[src/rtl/term_pkg.sv]
// Shared constants, encodings and helpers for the terminal controller.
// The cursor geometry, peripheral op codes and host control codes are defined here.
package term_pkg;

    localparam int ROWS = 30;
    localparam int COLS = 80;

    localparam logic [4:0]  ROW_MAX  = 5'd29;
    localparam logic [6:0]  COL_MAX  = 7'd79;
    localparam logic [11:0] CLR_LAST = 12'd2399;

    localparam logic [7:0] CH_BS    = 8'h08;
    localparam logic [7:0] CH_LF    = 8'h0A;
    localparam logic [7:0] CH_FF    = 8'h0C;
    localparam logic [7:0] CH_CR    = 8'h0D;
    localparam logic [7:0] CH_ESC   = 8'h1B;
    localparam logic [7:0] CH_Y     = 8'h59;
    localparam logic [7:0] CH_SPACE = 8'h20;

    typedef enum logic [1:0] {
        DT_CHAR = 2'd0,
        DT_COL  = 2'd1,
        DT_ROW  = 2'd2
    } dtype_e;

    typedef enum logic [1:0] {
        SB_IDLE   = 2'd0,
        SB_SETUP  = 2'd1,
        SB_STROBE = 2'd2,
        SB_HOLD   = 2'd3
    } sb_state_e;

    typedef enum logic [3:0] {
        CS_START    = 4'd0,
        CS_IDLE     = 4'd1,
        CS_ESC1     = 4'd2,
        CS_ESCROW   = 4'd3,
        CS_ESCCOL   = 4'd4,
        CS_SET_ROW  = 4'd5,
        CS_OP       = 4'd6,
        CS_CLR_COL  = 4'd7,
        CS_CLR_ROW  = 4'd8,
        CS_CLR_CHAR = 4'd9
    } ctrl_state_e;

    // ESC coordinate: offset by 0x20, control bytes clamp to 0, saturate at lim.
    function automatic logic [7:0] coord_clamp(input logic [7:0] b, input logic [7:0] lim);
        logic [7:0] v;
        if (b < CH_SPACE) begin
            v = 8'd0;
        end else begin
            v = b - CH_SPACE;
        end
        if (v > lim) begin
            v = lim;
        end else begin
            v = v;
        end
        return v;
    endfunction

    function automatic logic is_printable(input logic [7:0] b);
        return ((b >= 8'h20) && (b <= 8'h7E)) || (b >= 8'h80);
    endfunction

endpackage

[src/rtl/term_strobe.sv]
// Peripheral strobe sequencer: every op is SETUP, STROBE, HOLD with data/dtype frozen.
// A new request is taken in IDLE or in the HOLD cycle, so ops can run back to back.
module term_strobe
    import term_pkg::*;
(
    input  logic       ck100,
    input  logic       i_rst_n,
    input  logic       i_req,
    input  logic [1:0] i_op,
    input  logic [7:0] i_data,
    output logic [7:0] o_data,
    output logic [1:0] o_dtype,
    output logic       o_dstrobe,
    output logic       o_done
);

    sb_state_e  r_state;
    sb_state_e  w_state_nxt;
    logic [7:0] r_data;
    logic [7:0] w_data_nxt;
    logic [1:0] r_dtype;
    logic [1:0] w_dtype_nxt;
    logic       r_dstrobe;
    logic       w_dstrobe_nxt;
    logic       r_done;
    logic       w_done_nxt;

    // Next-state and next-output decode for the strobe sequence.
    always_comb begin
        w_state_nxt   = r_state;
        w_data_nxt    = r_data;
        w_dtype_nxt   = r_dtype;
        w_dstrobe_nxt = 1'b0;
        w_done_nxt    = 1'b0;
        case (r_state)
            SB_IDLE, SB_HOLD: begin
                if (i_req) begin
                    w_state_nxt = SB_SETUP;
                    w_data_nxt  = i_data;
                    w_dtype_nxt = i_op;
                end else begin
                    w_state_nxt = SB_IDLE;
                end
            end
            SB_SETUP: begin
                w_state_nxt   = SB_STROBE;
                w_dstrobe_nxt = 1'b1;
            end
            SB_STROBE: begin
                w_state_nxt = SB_HOLD;
                w_done_nxt  = 1'b1;
            end
            default: begin
                w_state_nxt = SB_IDLE;
            end
        endcase
    end

    // State and registered peripheral outputs.
    always_ff @(posedge ck100 or negedge i_rst_n) begin
        if (!i_rst_n) begin
            r_state   <= SB_IDLE;
            r_data    <= 8'd0;
            r_dtype   <= 2'd0;
            r_dstrobe <= 1'b0;
            r_done    <= 1'b0;
        end else begin
            r_state   <= w_state_nxt;
            r_data    <= w_data_nxt;
            r_dtype   <= w_dtype_nxt;
            r_dstrobe <= w_dstrobe_nxt;
            r_done    <= w_done_nxt;
        end
    end

    assign o_data    = r_data;
    assign o_dtype   = r_dtype;
    assign o_dstrobe = r_dstrobe;
    assign o_done    = r_done;

endmodule

[src/rtl/term_ctrl.sv]
// Terminal controller: host byte parser, screen clear sequencer and shadow cursor.
// Peripheral timing is delegated to term_strobe; o_done marks the HOLD cycle of each op.
module term_ctrl
    import term_pkg::*;
(
    input  logic       ck100,
    input  logic       reset,
    input  logic [7:0] rx_data,
    input  logic       rx_valid,
    output logic       rx_ready,
    output logic [7:0] data,
    output logic       dstrobe,
    output logic [1:0] dtype,
    output logic       busy,
    output logic [4:0] shrow,
    output logic [6:0] shcol
);

    logic [1:0]  r_rst_pipe;
    logic        w_rst_n;
    ctrl_state_e r_state;
    ctrl_state_e w_state_nxt;
    logic [11:0] r_clr_cnt;
    logic [11:0] w_clr_cnt_nxt;
    logic [7:0]  r_row_tgt;
    logic [7:0]  w_row_tgt_nxt;
    logic        r_rx_ready;
    logic        r_busy;
    logic [4:0]  r_shrow;
    logic [6:0]  r_shcol;
    logic        w_accept;
    logic        w_req;
    logic        w_done;
    logic        w_rdy_nxt;
    logic [1:0]  w_op;
    logic [7:0]  w_wdata;
    logic [7:0]  w_row_clamp;
    logic [7:0]  w_col_clamp;
    logic [7:0]  w_lf_row;

    // Reset synchronizer: asserts asynchronously, releases on ck100.
    always_ff @(posedge ck100 or negedge reset) begin
        if (!reset) begin
            r_rst_pipe <= 2'b00;
        end else begin
            r_rst_pipe <= {r_rst_pipe[0], 1'b1};
        end
    end

    assign w_rst_n     = r_rst_pipe[1];
    assign w_accept    = rx_valid && r_rx_ready;
    assign w_row_clamp = coord_clamp(rx_data, {3'b000, ROW_MAX});
    assign w_col_clamp = coord_clamp(rx_data, {1'b0, COL_MAX});
    assign w_lf_row    = (r_shrow == ROW_MAX) ? 8'd0 : {3'b000, r_shrow + 5'd1};
    assign w_rdy_nxt   = (w_state_nxt == CS_IDLE)   || (w_state_nxt == CS_ESC1) ||
                         (w_state_nxt == CS_ESCROW) || (w_state_nxt == CS_ESCCOL);

    // Parser / sequencer next state and strobe requests.
    always_comb begin
        w_state_nxt   = r_state;
        w_clr_cnt_nxt = r_clr_cnt;
        w_row_tgt_nxt = r_row_tgt;
        w_req         = 1'b0;
        w_op          = DT_CHAR;
        w_wdata       = 8'd0;
        case (r_state)
            CS_START: begin
                // Home sequence reuses the column-then-row path with target row 0.
                w_req         = 1'b1;
                w_op          = DT_COL;
                w_row_tgt_nxt = 8'd0;
                w_state_nxt   = CS_SET_ROW;
            end
            CS_IDLE: begin
                if (!w_accept) begin
                    w_state_nxt = CS_IDLE;
                end else if (is_printable(rx_data)) begin
                    w_req       = 1'b1;
                    w_op        = DT_CHAR;
                    w_wdata     = rx_data;
                    w_state_nxt = CS_OP;
                end else if (rx_data == CH_CR) begin
                    w_req       = 1'b1;
                    w_op        = DT_COL;
                    w_state_nxt = CS_OP;
                end else if (rx_data == CH_LF) begin
                    w_req       = 1'b1;
                    w_op        = DT_ROW;
                    w_wdata     = w_lf_row;
                    w_state_nxt = CS_OP;
                end else if ((rx_data == CH_BS) && (r_shcol != 7'd0)) begin
                    w_req       = 1'b1;
                    w_op        = DT_COL;
                    w_wdata     = {1'b0, r_shcol - 7'd1};
                    w_state_nxt = CS_OP;
                end else if (rx_data == CH_FF) begin
                    w_req       = 1'b1;
                    w_op        = DT_COL;
                    w_state_nxt = CS_CLR_COL;
                end else if (rx_data == CH_ESC) begin
                    w_state_nxt = CS_ESC1;
                end else begin
                    w_state_nxt = CS_IDLE;
                end
            end
            CS_ESC1: begin
                if (w_accept) begin
                    w_state_nxt = (rx_data == CH_Y) ? CS_ESCROW : CS_IDLE;
                end else begin
                    w_state_nxt = CS_ESC1;
                end
            end
            CS_ESCROW: begin
                if (w_accept) begin
                    w_row_tgt_nxt = w_row_clamp;
                    w_state_nxt   = CS_ESCCOL;
                end else begin
                    w_state_nxt = CS_ESCROW;
                end
            end
            CS_ESCCOL: begin
                if (w_accept) begin
                    w_req       = 1'b1;
                    w_op        = DT_COL;
                    w_wdata     = w_col_clamp;
                    w_state_nxt = CS_SET_ROW;
                end else begin
                    w_state_nxt = CS_ESCCOL;
                end
            end
            CS_SET_ROW: begin
                if (w_done) begin
                    w_req       = 1'b1;
                    w_op        = DT_ROW;
                    w_wdata     = r_row_tgt;
                    w_state_nxt = CS_OP;
                end else begin
                    w_state_nxt = CS_SET_ROW;
                end
            end
            CS_OP: begin
                w_state_nxt = w_done ? CS_IDLE : CS_OP;
            end
            CS_CLR_COL: begin
                if (w_done) begin
                    w_req       = 1'b1;
                    w_op        = DT_ROW;
                    w_state_nxt = CS_CLR_ROW;
                end else begin
                    w_state_nxt = CS_CLR_COL;
                end
            end
            CS_CLR_ROW: begin
                if (w_done) begin
                    w_req         = 1'b1;
                    w_op          = DT_CHAR;
                    w_wdata       = CH_SPACE;
                    w_clr_cnt_nxt = 12'd0;
                    w_state_nxt   = CS_CLR_CHAR;
                end else begin
                    w_state_nxt = CS_CLR_ROW;
                end
            end
            CS_CLR_CHAR: begin
                if (!w_done) begin
                    w_state_nxt = CS_CLR_CHAR;
                end else if (r_clr_cnt == CLR_LAST) begin
                    w_req         = 1'b1;
                    w_op          = DT_COL;
                    w_row_tgt_nxt = 8'd0;
                    w_state_nxt   = CS_SET_ROW;
                end else begin
                    w_req         = 1'b1;
                    w_op          = DT_CHAR;
                    w_wdata       = CH_SPACE;
                    w_clr_cnt_nxt = r_clr_cnt + 12'd1;
                    w_state_nxt   = CS_CLR_CHAR;
                end
            end
            default: begin
                w_state_nxt = CS_START;
            end
        endcase
    end

    // Parser state, clear counter, ESC row capture and handshake outputs.
    always_ff @(posedge ck100 or negedge w_rst_n) begin
        if (!w_rst_n) begin
            r_state    <= CS_START;
            r_clr_cnt  <= 12'd0;
            r_row_tgt  <= 8'd0;
            r_rx_ready <= 1'b0;
            r_busy     <= 1'b1;
        end else begin
            r_state    <= w_state_nxt;
            r_clr_cnt  <= w_clr_cnt_nxt;
            r_row_tgt  <= w_row_tgt_nxt;
            r_rx_ready <= w_rdy_nxt;
            r_busy     <= !w_rdy_nxt;
        end
    end

    // Shadow cursor follows the op completing in its HOLD cycle.
    always_ff @(posedge ck100 or negedge w_rst_n) begin
        if (!w_rst_n) begin
            r_shrow <= 5'd0;
            r_shcol <= 7'd0;
        end else if (w_done) begin
            case (dtype)
                DT_CHAR: begin
                    if (r_shcol == COL_MAX) begin
                        r_shcol <= 7'd0;
                        r_shrow <= (r_shrow == ROW_MAX) ? 5'd0 : r_shrow + 5'd1;
                    end else begin
                        r_shcol <= r_shcol + 7'd1;
                    end
                end
                DT_COL: begin
                    r_shcol <= data[6:0];
                end
                DT_ROW: begin
                    r_shrow <= data[4:0];
                end
                default: begin
                    r_shrow <= r_shrow;
                end
            endcase
        end else begin
            r_shrow <= r_shrow;
            r_shcol <= r_shcol;
        end
    end

    term_strobe u_strobe (
        .ck100     (ck100),
        .i_rst_n   (w_rst_n),
        .i_req     (w_req),
        .i_op      (w_op),
        .i_data    (w_wdata),
        .o_data    (data),
        .o_dtype   (dtype),
        .o_dstrobe (dstrobe),
        .o_done    (w_done)
    );

    assign rx_ready = r_rx_ready;
    assign busy     = r_busy;
    assign shrow    = r_shrow;
    assign shcol    = r_shcol;

endmodule
[config.mk]
export PLATFORM = sky130hd
export DESIGN_NAME = term_ctrl
export DESIGN_NICKNAME = d
export VERILOG_FILES = /design/src/rtl/term_pkg.sv /design/src/rtl/term_strobe.sv /design/src/rtl/term_ctrl.sv
export SDC_FILE = /design/constraint.sdc
export NUM_CORES = 1
export LEC_CHECK = 0
export CAP_MARGIN = 40
export CORE_AREA = 2 2 105 107
export CTS_BUF_LIST = sky130_fd_sc_hd__clkbuf_8
export DETAILED_ROUTE_END_ITERATION = 12
export DIE_AREA = 0 0 107 109
export PLACE_DENSITY_LB_ADDON = 0.3
export SLEW_MARGIN = 20
export SYNTH_ARGS = -nofsm -noshare
export SYNTH_HDL_FRONTEND = slang
export SYNTH_SLANG_ARGS = --single-unit
[constraint.sdc]
create_clock -name ck100 -period 1.8 [get_ports ck100]
set_input_delay 0.27 -clock ck100 [delete_from_list [all_inputs] [get_ports ck100]]
set_output_delay 0.27 -clock ck100 [all_outputs]
set_load 0.05 [all_outputs]
## After elaboration in Yosys (flattened, before gate mapping)

Cells that the tools add are included.

- Bits of input ports: 11
- Output and inout port bits: 25
- Register bits after elaboration: 54
- Word-level logic and storage cells: 151

- Add/subtract/negate cells: 5
- Order comparisons: 6
- Equal/unequal tests: 33
- Reductions and logical operators: 24
- Muxes and demuxes: 70

Operators with widths:

| cell | count |
|---|---|
| $mux 8 | 10 |
| $pmux 4 s10 | 1 |
| $pmux 8 s5 | 1 |
| $mux 12 | 3 |
| $eq 8x4->1 const B | 4 |
| $mux 7 | 4 |
| $mux 3 | 8 |
| $pmux 12 s2 | 1 |
| $pmux 8 s3 | 1 |
| $eq 4x3->1 const B | 5 |
| $mux 1 | 18 |
| $mux 2 | 9 |
| $mux 6 | 3 |
| $eq 4x2->1 const B | 4 |
| $mux 5 | 3 |
| $pmux 7 s2 | 1 |
| $add 12x1->12 const B | 1 |
| $eq 12x12->1 const B | 1 |
| $mux 4 | 3 |
| $pmux 2 s5 | 1 |
| $pmux 5 s2 | 1 |
| $eq 4x1->1 const B | 2 |
| $eq 4x4->1 const B | 2 |
| $eq 8x5->1 const B | 1 |
| 32 further kinds | 50 |

## Logic depth before layout (Yosys ltp)

Gate-level depths: netlist (run 1).

- Word-level depth: 14
- Gate-level depth with buffers: 9
- Gate-level depth less buffers: 8

## Cells and area by module

Synthesis (run 1) repeated with hierarchy kept, for this count alone.

- Cells, all modules: 400
- Area total of the unflattened synthesis: 3554.7 sq um

By module, submodules not included:

| module | cells an instance | instances | seq. area each (sq um) | area each (sq um) |
|---|---|---|---|---|
| term_ctrl | 367 | 1 | 1002.2 | 2995.4 |
| term_strobe | 33 | 1 | 350.3 | 559.3 |

## Worst setup path after synthesis (run 1)

Ideal clock, no wire load.

- Path kind: register to register
- Start: reg r_shcol[0] (netlist: shcol[0])
- End: reg u_strobe.r_data[1] (netlist: u_strobe.o_data[1])
- Library setup time: 0.125 ns
- Cell stages (with the launch flop): 10
- Arrival: 2.467 ns
- Clock period less this slack: 2.592 ns
- Required time: 1.675 ns
- Path buffers: 1
- Slack: -0.792 ns
- Cell sequence: dfrtp_1 -> inv_1 -> ha_1 -> nor2b_1 -> nand3_1 -> o211a_1 -> o21ai_2 -> a221oi_2 -> buf_4 -> mux2_2

- Word-level cells in the longest chain between the ends: 9
- Elaborated cells on any way between the ends: 16
- Classes of those cells: 1 x add/sub; 12 x mux; 3 x reduce/logical

RTL lines:

| element | line | source |
|---|---|---|
| start: declaration | term_ctrl.sv:30 | `logic [6:0] r_shcol;` |
| start signal: assignment | term_ctrl.sv:215 | `r_shcol <= r_shcol + 7'd1;` |
| start signal: assignment | term_ctrl.sv:219 | `r_shcol <= data[6:0];` |
| start signal: assignment | term_ctrl.sv:230 | `r_shcol <= r_shcol;` |
| branches (longest 9 deep; another with $sub 7x1->7) | -- |  |
| end signal: assignment | term_strobe.sv:69 | `r_data <= w_data_nxt;` |
| end: declaration | term_strobe.sv:19 | `logic [7:0] r_data;` |

Several ways; the timed one is not identified.
A chain may end at the register's enable or synchronous reset.

## Final worst setup path (run 1)

- Start: in rx_data[5]
- End: reg r_rx_ready (netlist: rx_ready)

- Word-level cells in the longest chain between the ends: 13
- Elaborated cells on any way between the ends: 29
- Classes of those cells: 3 x order compare; 10 x eq/ne; 10 x mux; 6 x reduce/logical

RTL lines:

| element | line | source |
|---|---|---|
| start: declaration | term_ctrl.sv:8 | `input logic [7:0] rx_data,` |
| $eq 8x5->1 | term_ctrl.sv:100 | `end else if (rx_data == CH_ESC) begin` |
| $mux 2 | term_ctrl.sv:100 |  |
| $mux 3 | term_ctrl.sv:96 | `end else if (rx_data == CH_FF) begin` |
| $mux 3 | term_ctrl.sv:91 | `end else if ((rx_data == CH_BS) && (r_shcol != 7'd0)) begin` |
| $mux 3 | term_ctrl.sv:86 | `end else if (rx_data == CH_LF) begin` |
| $mux 3 | term_ctrl.sv:82 | `end else if (rx_data == CH_CR) begin` |
| $mux 3 | term_ctrl.sv:77 | `end else if (is_printable(rx_data)) begin` |
| $mux 3 | term_ctrl.sv:75 | `if (!w_accept) begin` |
| $pmux 4 s10 * | term_ctrl.sv:66 | `case (r_state)` |
| $eq 4x1->1 / $eq 4x2->1 (equally long branches) | term_ctrl.sv:55 | `assign w_rdy_nxt = (w_state_nxt == CS_IDLE) \|\| (w_state_nxt == CS_ESC1) \|\|` |
| $logic_or 1x1->1 (2 in a row) | term_ctrl.sv:55 |  |
| $logic_or 1x1->1 * | term_ctrl.sv:56 | `(w_state_nxt == CS_ESCROW) \|\| (w_state_nxt == CS_ESCCOL);` |
| via w_rdy_nxt | term_ctrl.sv:34 | `logic w_rdy_nxt;` |
| end signal: assignment | term_ctrl.sv:198 | `r_rx_ready <= w_rdy_nxt;` |
| end: declaration | term_ctrl.sv:27 | `logic r_rx_ready;` |

Mark *: on every way through the listed nets, which the timed path passes. The rest lies on a longest branch.

==> summary.md, run 1 <==
| Metric | Value |
|---|---|
| Core ar. | `10,600 µm²` |
| DR vias/cell | `roughly 5.3` |
| CTS Root Buffer Type | `clkbuf_8` |
| DP Wirelength | `between 8000 and 9000 µm` |
| Pins Over Slew Limit | `0` |
| CP startpoint | `rx_data[5]` |
| R2r worst-path depth | `10` |
| Reg-to-reg setup timing slack | `-260 ps` |
| Post-Syn Area | `roughly 3500 µm²` |
| Worst Hold Class | `input pin to async pin` |
| RSZ-0062 raised after global routing | `yes` |
| Maximum fanout along the worst path | `3` |
| Overall die width | `around 110 µm` |
| Max Clk Rate | `roughly 0.47 GHz` |
| Mux cell area share after synthesis | `3.606%` |
| Synth cell types | `66` |
| Peak supply drop | `roughly 1.1 mV` |
| FF-to-FF End | `u_strobe.o_data[6]$_DFFE_PN0P_` |
| Max cap viols | `0` |
| # IOs | `36` |
| Initial DRT Pass Iterations | `5` |
| DRC | `0` |
| Antenna violations before repair | `0` |
| DR vias | `3,746` |
| Post-synth EDFFs | `0` |
| Warnings from Yosys | `0` |
| Initial Utilization | `between 30% and 40%` |
| Post-Synth Simple-Gate Area | `22.49%` |
| # nets final | `around 590` |
| Largest family of logic cells by synthesized area | `simple AND/OR/NAND/NOR gates` |
| Failing checks | `setup timing` |
| First-pass GRT wire length | `17,770 µm` |
| Starting DRC count in detailed routing | `roughly 310` |
| Die Y | `~110 µm` |
| Synthesized flop and latch total | `54` |
| Num Clock Sinks | `54` |
| Antenna-violating nets left | `0` |
| Post-Synth XOR/XNOR Area | `under 10%` |
| Final hold slack | `between 100 and 150 ps` |
| CTS tree | `built` |
| Final min period | `about 2100 ps` |
| Status | `finished with violations` |
| Congestion Overflow GR | `0` |
| Post-Synthesis Cells | `approximately 410` |
| Diodes inserted | `0` |
| Clk_lat worst skew | `approximately 310 ps` |
| RD Place Congestion | `a little under 0.9` |
| Maximum root-to-sink buffer count | `2` |
| Cts bufs inserted | `5` |
| Critical path's slowest cell | `or4b_4` |
| Peak per-stage delay on the critical path | `540 ps` |
| I/O Buffers | `35` |
| Worst Setup Start Kind | `input pin` |
| Hold Violations, Final | `0` |
| Cell Pwr Density | `1537 nW/µm²` |
| Seq/Total Area, Yosys | `about two fifths` |
| Fin crit share | `117.7%` |
| Synth Area in Adders | `3.927%` |
| Row count | `38` |
| CTS clk-pin slew, worst paths | `about 90 ps` |
| Leak Pwr | `around 2.5 nW` |
| Crit path kind | `input pin to register` |
| Final setup vio count | `18` |
| Via count of the first global-routing pass | `3,606` |
| Largest net degree at the start of global routing | `53` |
| Syn_nets | `429` |
| DIE AREA | `11,660 µm²` |
| Fin Clk Skew | `about 12 ps` |
| CP arrival | `2360 ps` |
| Cell chain of the critical path | `buf_6, or4b_4, or4_4, or3_4, a221oi_4, o211a_1, o21a_1` |
| Launching point of the worst reg2reg path | `shcol[0]$_DFFE_PN0P_` |
| Fillers | `between 900 and 1k` |
| Worst Max-Slew Pin Slew | `between 500 and 600 ps` |
| Fraction of registers with async set/reset | `between 90% and 100%` |
| Cts hold-fix bufs | `0` |
| Top FF cell, synth | `dfrtp_1` |
| Design Power | `~8.5 mW` |
| Mapped Avg Cell Area | `between 8 and 9 µm²` |
| Worst setup path endpoint | `rx_ready$_DFF_PN0_` |
| Area growth syn-to-layout | `58.51%` |
| Relative slew margins | `between 60% and 70%` |
| Total Wirelength | `~12,000 µm` |
| H-Tree Level Count | `2` |
| Worst EP required | `around 2000 ps` |
| DR WL/cell | `between 15 and 20 µm` |
| Fraction of layout cells with a size suffix above 1 | `around 44%` |
| Setup crit end kind | `register` |
| Post-synthesis compound-gate area fraction | `~22%` |
| TNS Setup | `-2758 ps` |
| Fin worst setup slack | `-319.0 ps` |
| Total GRT Usage | `19.22%` |
==> sequential cells by signal, indices dropped and copies added (netlist names) <==
register,flops
r_clr_cnt,12
r_row_tgt,8
u_strobe.o_data,8
shcol,7
shrow,5
r_state,4
r_rst_pipe,2
u_strobe.o_dtype,2
u_strobe.r_state,2
busy,1
rx_ready,1
u_strobe.o_done,1
u_strobe.o_dstrobe,1
==> repair_timing <==
action,4_1_cts,5_1_grt
endpoints found under the setup margin,36,43
setup buffers,8,17
resized for setup,51,49
pin swaps,19,24
endpoints found under the hold margin,0,0
==> placed cells by master, fill, tap and decap left out, drive strengths merged, types with 5 or more instances in the layout <==
| cell | count |
|---|---|
| buf | 169 |
| dfrtp | 53 |
| nor2 | 37 |
| nand2 | 34 |
| o21ai | 34 |
| a21oi | 29 |
| inv | 28 |
| nand3 | 17 |
| ha | 11 |
| xor2 | 9 |
| nor3 | 9 |
| a22o | 8 |
| mux2i | 7 |
| nor4 | 7 |
| xnor2 | 6 |
| clkbuf | 6 |
| nor2b | 6 |
| a22oi | 5 |
| mux2 | 5 |
| and2 | 5 |
==> layout make-up <==
type | instances | area [µm²] | area share (%)
clock inverter | 3 | 37.54 | 0.6757
inverter | 26 | 97.59 | 1.757
clock buffer | 5 | 68.82 | 1.239
sequential | 54 | 1364 | 24.55
timing repair buffer | 178 | 1435 | 25.83
multi-input combinational | 307 | 2377 | 42.79
tap | 140 | 175.2 | 3.153
==> layer usage <==
metal / share of wire, % / global-route usage [%] / vias to the layer above
li1: - / - / 1808
met1: 44 / 25.16 / 1814
met2: 50 / 33.26 / 108
met3: 4.0 / 2.570 / 16
met4: 1.9 / 5.659 / 0
met5: 0 / 0 / -
==> worst max-delay path, delay by kind of cell <==
| kind | cells | cell delay (ps) |
|---|---|---|
| compound gates | 3 | 660 |
| simple gates | 3 | 1330 |
| buf+inv | 1 | 90 |
==> through the flow <==
stage / cells / utilization, % / area (µm²) / setup WS (ps)
floorplan: 407 / - / 3613 / -535.1
global placement: 685 / 46.58 / 4938 / -948.8
detailed placement: 685 / 46.58 / 4938 / -978.5
CTS: 699 / 49.36 / 5234 / -401.4
global route: 713 / 52.40 / 5555 / -360.5
finish: 713 / 52.40 / 5555 / -319.0
==> cells in the mapped netlist (3+ instances only) <==
library cell   n  area share (%)
dfrtp_1       53              38
nor2_1        37             4.0
nand2_1       34             3.6
o21ai_0       31             4.4
a21oi_1       29             4.1
inv_1         26             2.8
nand3_1       17             2.4
clkbuf_1      16             1.7
ha_1          11             3.9
nor3_1         9             1.3
xor2_1         9             2.2
a22o_1         8             2.0
mux2i_1        7             2.0
nor4_1         7             1.2
nor2b_1        6             1.1
xnor2_1        6             1.5
a22oi_1        5             1.1
and2_1         5            0.89
mux2_2         5             1.6
a211oi_1       4            0.86
a31oi_1        4            0.71
and3_1         4            0.71
nand3b_1       4            0.86
nand4_1        4            0.71
nor3b_1        4            0.86
or3_1          4            0.71
a2bb2oi_1      3            0.75
o211ai_1       3            0.64
==> how the worst min path moves through the flow <==
| stage | cells after the start | endpoint | slack, ps |
|---|---|---|---|
| after floorplan | 0 | r_rst_pipe[0]$_DFF_PN0_ | -30 |
| after global placement | 1 | r_row_tgt[7]$_DFFE_PN0P_ | 270 |
| after detailed placement | 1 | r_row_tgt[7]$_DFFE_PN0P_ | 270 |
| after CTS | 1 | r_rst_pipe[0]$_DFF_PN0_ | 110 |
| after global routing | 1 | r_rst_pipe[0]$_DFF_PN0_ | 120 |
| final | 1 | r_rst_pipe[0]$_DFF_PN0_ | 120 |
==> kinds of logic (layout without fill, tap and decap cells) <==
kind of cell / count (synthesis) / count (layout)
xor+xnor: 15 / 15
fa+ha+maj: 11 / 11
mux: 12 / 12
simple gates: 151 / 151
compound gates: 117 / 117
buf+inv: 46 / 212
other cells: 1 / 1
flops: 54 / 54
==> power breakdown <==
group	internal [mW]	switching, mW	total, mW
Clock	0.406	0.410	0.817
Sequential	1.64	0.433	2.07
Combinational	2.48	3.17	5.65
No activity file was read; power rests on OpenSTA's default activity.
==> run 2, diff against run 1 <==
--- a/config.mk
+++ b/config.mk
@@ -10,6 +10,7 @@
 export CTS_BUF_LIST = sky130_fd_sc_hd__clkbuf_8
 export DETAILED_ROUTE_END_ITERATION = 12
 export DIE_AREA = 0 0 107 109
+export GPL_TIMING_DRIVEN = 0
 export PLACE_DENSITY_LB_ADDON = 0.3
 export SLEW_MARGIN = 20
 export SYNTH_ARGS = -nofsm -noshare
==> run 2 against run 1 <==
Compared with the run above:
- clock power is essentially flat
- sequential power grew 8%
- the flow still finishes with violations (setup timing)
- via count shrank 8.7%
- highest routed layer unchanged
- register-to-register slack lost 50 ps
- clock-buffer cell count unchanged
- total power decreased by 7.7%
- first-iteration DRC count fell by 1.3%
- worst hold slack worse by 5.4 ps
- non-clock buffer count down 93
- largest power group unchanged
==> summary.md, run 2 (synthesis gave the netlist of run 1 again) <==
| Metric | Value |
|---|---|
| Status | `finished with violations` |
| Failing checks | `setup timing` |
| H-Tree Level Count | `2` |
| # IOs | `36` |
| Final core occ | `46.03%` |
| I/O Buffers | `32` |
| Setup crit end kind | `register` |
| CTS Root Buffer Type | `clkbuf_8` |
| Commonest non-fill, non-tap cells in the layout | `dfrtp_1, nand2_1, nor2_1` |
| Cell chain of the critical path | `buf_8, or4b_4, or4_4, or3_4, a221oi_4, nor4b_2, o21a_1` |
| Total Wirelength | `~11,000 µm` |
| Leak Pwr | `around 2.1 nW` |
| Worst Hold Class | `input pin to async pin` |
| Diodes inserted | `0` |
| Fin worst setup slack | `-380.5 ps` |
| # nets final | `between 500 and 600` |
| Worst slack at placement | `-1248 ps` |
| Largest net degree at the start of global routing | `53` |
| Area of the multi-input gates | `2409 µm²` |
| Max Clk Rate | `0.4586 GHz` |
| Congestion Overflow GR | `0` |
| DP Wirelength | `6974 µm` |
| DR vias/cell | `~5.5` |
| Clk_lat worst skew | `320 ps` |
| Worst Setup Start Kind | `input pin` |
| CTS clk-pin slew, worst paths | `around 100 ps` |
| R2r worst-path depth | `6` |
| Worst Max-Slew Pin Slew | `between 700 and 800 ps` |
| Fillers | `just under 1k` |
| Area growth syn-to-layout | `39.27%` |
| FF-to-FF End | `u_strobe.o_data[6]$_DFFE_PN0P_` |
| Antenna violations before repair | `0` |
| Antenna-violating nets left | `0` |
| Pins Over Slew Limit | `0` |
| Maximum fanout along the worst path | `3` |
| Launching point of the worst reg2reg path | `r_state[0]$_DFF_PN0_` |
| RSZ-0062 raised after global routing | `yes` |
| Final min period | `about 2200 ps` |
| DIE AREA | `11,660 µm²` |
| Largest register FFs | `12` |
| CTS tree | `built` |
| Seq. cell area | `between 1000 and 1500 µm²` |
| Critical path's slowest cell | `or4b_4` |
| Cell Pwr Density | `approximately 1600 nW/µm²` |
| TNS Setup | `-5395 ps` |
| DRC | `0` |
| Peak per-stage delay on the critical path | `approximately 550 ps` |
| Relative slew margins | `between 50% and 60%` |
| Crit path kind | `input pin to register` |
| Num Clock Sinks | `54` |
| Final setup vio count | `26` |
| Hold Violations, Final | `0` |
| Final Non-Filler Cells | `620` |
| Reg with most FFs | `r_clr_cnt` |
| Overall die width | `between 100 and 150 µm` |
| DR WL/cell | `roughly 17 µm` |
| Most common cell after layout, fill and taps aside | `dfrtp_1` |
| Maximum root-to-sink buffer count | `2` |
| Max cap viols | `0` |
| Via count of the first global-routing pass | `between 3k and 4k` |
| Fraction of layout cells with a size suffix above 1 | `between 20% and 30%` |
| DR vias | `around 3.4k` |
| Initial DRT Pass Iterations | `5` |
| Peak supply drop | `between 0.9 and 1 mV` |
| Fin crit share | `121.1%` |
| Placed cell count | `580` |
| Row count | `38` |
| CP arrival | `between 2000 and 2500 ps` |
| Core ar. | `10,600 µm²` |
| First-pass GRT wire length | `approximately 16,000 µm` |
| Fin Clk Skew | `just under 9 ps` |
| Cts bufs inserted | `5` |
| Initial Utilization | `33.05%` |
| Reg-to-reg setup timing slack | `-310 ps` |
| RD Place Congestion | `~0.9` |
| Total GRT Usage | `17.85%` |
| Design Power | `roughly 7.9 mW` |
| Starting DRC count in detailed routing | `between 300 and 400` |
| Worst EP required | `around 2000 ps` |
| Die Y | `around 110 µm` |
run 2: cell count changes in the layout (fill, tap and decap cells not counted), moves of 4 or more:
cell           before  now
clkbuf_2            1    8
dlygate4sd2_1       4   21
nor3_2              5    1
buf_4             151   28
buf_12              4    0
run 2: area by class of cell:
class	instances	area share [%]
inverters	26	1.999
repair buffers	68	12.15
clock inverters	3	0.7690
flip-flops and latches	54	28.04
clock buffers	5	1.410
well taps	140	3.589
plain buffers	17	2.692
multi-input cells	307	49.35
run 2: metrics by stage:
| stage | instance area [µm²] | hold WS, ps |
|---|---|---|
| floorplan | 3613 | -25.59 |
| global placement | 4109 | 336.8 |
| detailed placement | 4118 | 344.3 |
| CTS | 4558 | 109.3 |
| global route | 4881 | 110.3 |
| finish | 4881 | 112.6 |
run 2: per-layer routing:
| metal | track usage [%] | share of wire (%) |
|---|---|---|
| met4 | 7.514 | 2.2 |
| met1 | 23.46 | 46 |
| met5 | 0 | 0 |
| met3 | 2.331 | 4.9 |
| met2 | 29.71 | 47 |
run 2: worst max-delay path by stage:
stage | from | slack [ps] | cells after the start | to
3_3_place_gp | rx_data[1] | -1270 | 8 | rx_ready$_DFF_PN0_
2_1_floorplan | rx_data[7] | -540 | 7 | rx_ready$_DFF_PN0_
5_1_grt | rx_data[6] | -400 | 7 | rx_ready$_DFF_PN0_
3_5_place_dp | rx_data[5] | -1250 | 7 | u_strobe.o_data[7]$_DFFE_PN0P_
4_1_cts | rx_data[7] | -450 | 7 | rx_ready$_DFF_PN0_
6_report | rx_data[6] | -380 | 7 | rx_ready$_DFF_PN0_
run 2: repair_timing:
item,4_1_cts,5_1_grt
gates cloned,1,0
buffers inserted,19,18
endpoints found under the hold margin,0,0
setup endpoints to repair,64,46
gates resized for setup,90,61
pin swaps,13,20
hold buffers,0,0
run 2: power by group:
part / internal, mW / switching [mW]
clock network: 0.406 / 0.413
registers: 1.64 / 0.603
logic: 1.90 / 2.92
run 2: worst max-delay path, delay by kind of cell:
family,cells,cell delay [ps]
AO/OA/AOI/OAI,2,530
buffers and inverters,1,100
AND/OR/NAND/NOR,4,1490
==> run 3, diff against run 2 <==
--- a/config.mk
+++ b/config.mk
@@ -10,6 +10,7 @@
 export CTS_BUF_LIST = sky130_fd_sc_hd__clkbuf_8
 export DETAILED_ROUTE_END_ITERATION = 12
 export DIE_AREA = 0 0 107 109
+export GPL_ROUTABILITY_DRIVEN = 0
 export GPL_TIMING_DRIVEN = 0
 export PLACE_DENSITY_LB_ADDON = 0.3
 export SLEW_MARGIN = 20
==> run 3 against run 2 <==
Compared with the run above:
- the run still ends with setup timing left
- setup slack better by 52 ps
- worst hold slack worse by 7.8 ps
- non-clock buffer count down 3
- largest power group unchanged
- via count down 1.8%
- clock power up 2%
- sequential power about the same
- cell area down 1.3%
- critical path type unchanged
- sequential share of layout area up 0.43 points
- critical endpoint unchanged
==> summary.md, run 3 (synthesis gave the netlist of run 1 again) <==
| Metric | Value |
|---|---|
| Maximum fanout along the worst path | `3` |
| Largest register FFs | `12` |
| DIE AREA | `between 10,000 and 15,000 µm²` |
| Reg-to-reg setup timing slack | `-260 ps` |
| Antenna violations before repair | `0` |
| CP arrival | `approximately 2300 ps` |
| Final Non-Filler Cells | `617` |
| Final setup vio count | `22` |
| Relative slew margins | `43.30%` |
| Area growth syn-to-layout | `37.42%` |
| Failing checks | `setup timing` |
| Reg with most FFs | `r_clr_cnt` |
| Initial Utilization | `between 30% and 40%` |
| Max cap viols | `0` |
| Launching point of the worst reg2reg path | `rx_ready$_DFF_PN0_` |
| Seq. cell area | `between 1000 and 1500 µm²` |
| Hold Violations, Final | `0` |
| Pins Over Slew Limit | `0` |
| Via count of the first global-routing pass | `between 3k and 4k` |
| Worst Setup Start Kind | `input pin` |
| Row count | `38` |
| Peak supply drop | `between 0.8 and 0.9 mV` |
| Die Y | `109 µm` |
| DR WL/cell | `about 16 µm` |
| Initial DRT Pass Iterations | `4` |
| Fin crit share | `118.2%` |
| Leak Pwr | `2.066 nW` |
| Max Clk Rate | `around 0.47 GHz` |
| Final core occ | `a little under half` |
| Overall die width | `roughly 110 µm` |
| # IOs | `36` |
| RSZ-0062 raised after global routing | `yes` |
| Congestion Overflow GR | `0` |
| Worst Max-Slew Pin Slew | `roughly 840 ps` |
| Post-route cell area | `roughly 4800 µm²` |
| Maximum root-to-sink buffer count | `2` |
| Status | `finished with violations` |
| Crit path kind | `input pin to register` |
| First-pass GRT wire length | `between 15,000 and 20,000 µm` |
| CP startpoint | `rx_data[7]` |
| Worst Hold Class | `input pin to async pin` |
| Worst slack at placement | `-1278 ps` |
| Fin worst setup slack | `-328.3 ps` |
| Final min period | `between 2000 and 2500 ps` |
| Cell chain of the critical path | `buf_12, or4b_4, or4_4, or3_4, a221oi_4, nor4b_2, o21a_1` |
| Most common cell after layout, fill and taps aside | `dfrtp_1` |
| DR vias | `around 3.4k` |
| Largest net degree at the start of global routing | `53` |
| Setup crit end kind | `register` |
| Placed Area | `between 4000 and 5000 µm²` |
| Total Wirelength | `between 9000 and 10,000 µm` |
| Fin Clk Skew | `roughly 10 ps` |
| CTS Root Buffer Type | `clkbuf_8` |
| Fillers | `between 900 and 1k` |
| FF-to-FF End | `u_strobe.o_data[6]$_DFFE_PN0P_` |
| H-Tree Level Count | `2` |
| Critical path's slowest cell | `or4b_4` |
| DRC | `0` |
| Clk_lat worst skew | `around 320 ps` |
| Final hold slack | `104.8 ps` |
| Worst EP required | `approximately 2000 ps` |
| Num Clock Sinks | `54` |
| Diodes inserted | `0` |
| TNS Setup | `-3552 ps` |
| Core ar. | `10,600 µm²` |
| CTS clk-pin slew, worst paths | `100 ps` |
| Fraction of layout cells with a size suffix above 1 | `between 20 and 30%` |
| CTS tree | `built` |
| DR vias/cell | `~5.4` |
| R2r worst-path depth | `8` |
| Cts bufs inserted | `5` |
| Total GRT Usage | `between 10% and 20%` |
| DP Wirelength | `around 6900 µm` |
| Placed cell count | `just under 600` |
| Antenna-violating nets left | `0` |
| I/O Buffers | `32` |
| Area of the multi-input gates | `~2400 µm²` |
| Starting DRC count in detailed routing | `roughly 210` |
| # nets final | `about 500` |
| Commonest non-fill, non-tap cells in the layout | `dfrtp_1, nand2_1, nor2_1` |
| Peak per-stage delay on the critical path | `between 500 and 600 ps` |
| Cell Pwr Density | `between 1500 and 2000 nW/µm²` |
| Design Power | `7.643 mW` |
-- run 3: changes by cell type in the layout (fill, tap and decap cells not counted), sizes merged --
cell	change
buf	-5
clkbuf	+2
clkinvlp	+2
inv	-2
clkdlybuf4s50	-1
dlymetal6s2s	+1
-- run 3: worst max path at each step --
stage | to | slack, ps | depth (start not counted)
after global placement | rx_ready$_DFF_PN0_ | -1240 | 8
after global routing | rx_ready$_DFF_PN0_ | -350 | 7
after floorplan | rx_ready$_DFF_PN0_ | -540 | 7
after detailed placement | u_strobe.o_data[6]$_DFFE_PN0P_ | -1280 | 7
after CTS | rx_ready$_DFF_PN0_ | -400 | 7
final | rx_ready$_DFF_PN0_ | -330 | 7
-- run 3: power by group --
group | total, mW | internal, mW | switching, mW | leakage, nW
combinational | 4.58 | 1.78 | 2.79 | 1.33
sequential | 2.23 | 1.64 | 0.588 | 0.685
clock | 0.837 | 0.414 | 0.423 | 0.0504
total | 7.64 | 3.84 | 3.81 | 2.07
-- run 3: what timing repair did --
item / in CTS / in global routing
resized for setup: 101 / 32
setup endpoints to repair: 64 / 49
hold buffers: 0 / 0
buffers inserted: 17 / 16
pin swaps: 19 / 14
-- run 3: area by class of cell --
type | count | area share, %
Multi-Input combinational cell | 307 | 49.21
Clock inverter | 3 | 0.9353
Sequential cell | 54 | 28.48
Buffer | 16 | 2.624
Tap cell | 140 | 3.637
Clock buffer | 5 | 1.429
Timing Repair Buffer | 66 | 11.67
Inverter | 26 | 2.026
-- run 3: worst max-delay path: cells and delay by family --
family	cells	cell delay, ps
AOI/OAI and AO/OA	2	520
and+or+nand+nor	4	1450
buffers and inverters	1	100
-- run 3: routing by layer --
metal | global-route usage, % | wire length, µm
met2 | 30.21 | 4917
met4 | 5.009 | 174
met3 | 2.451 | 387
met5 | 0 | 0
met1 | 23.24 | 4496
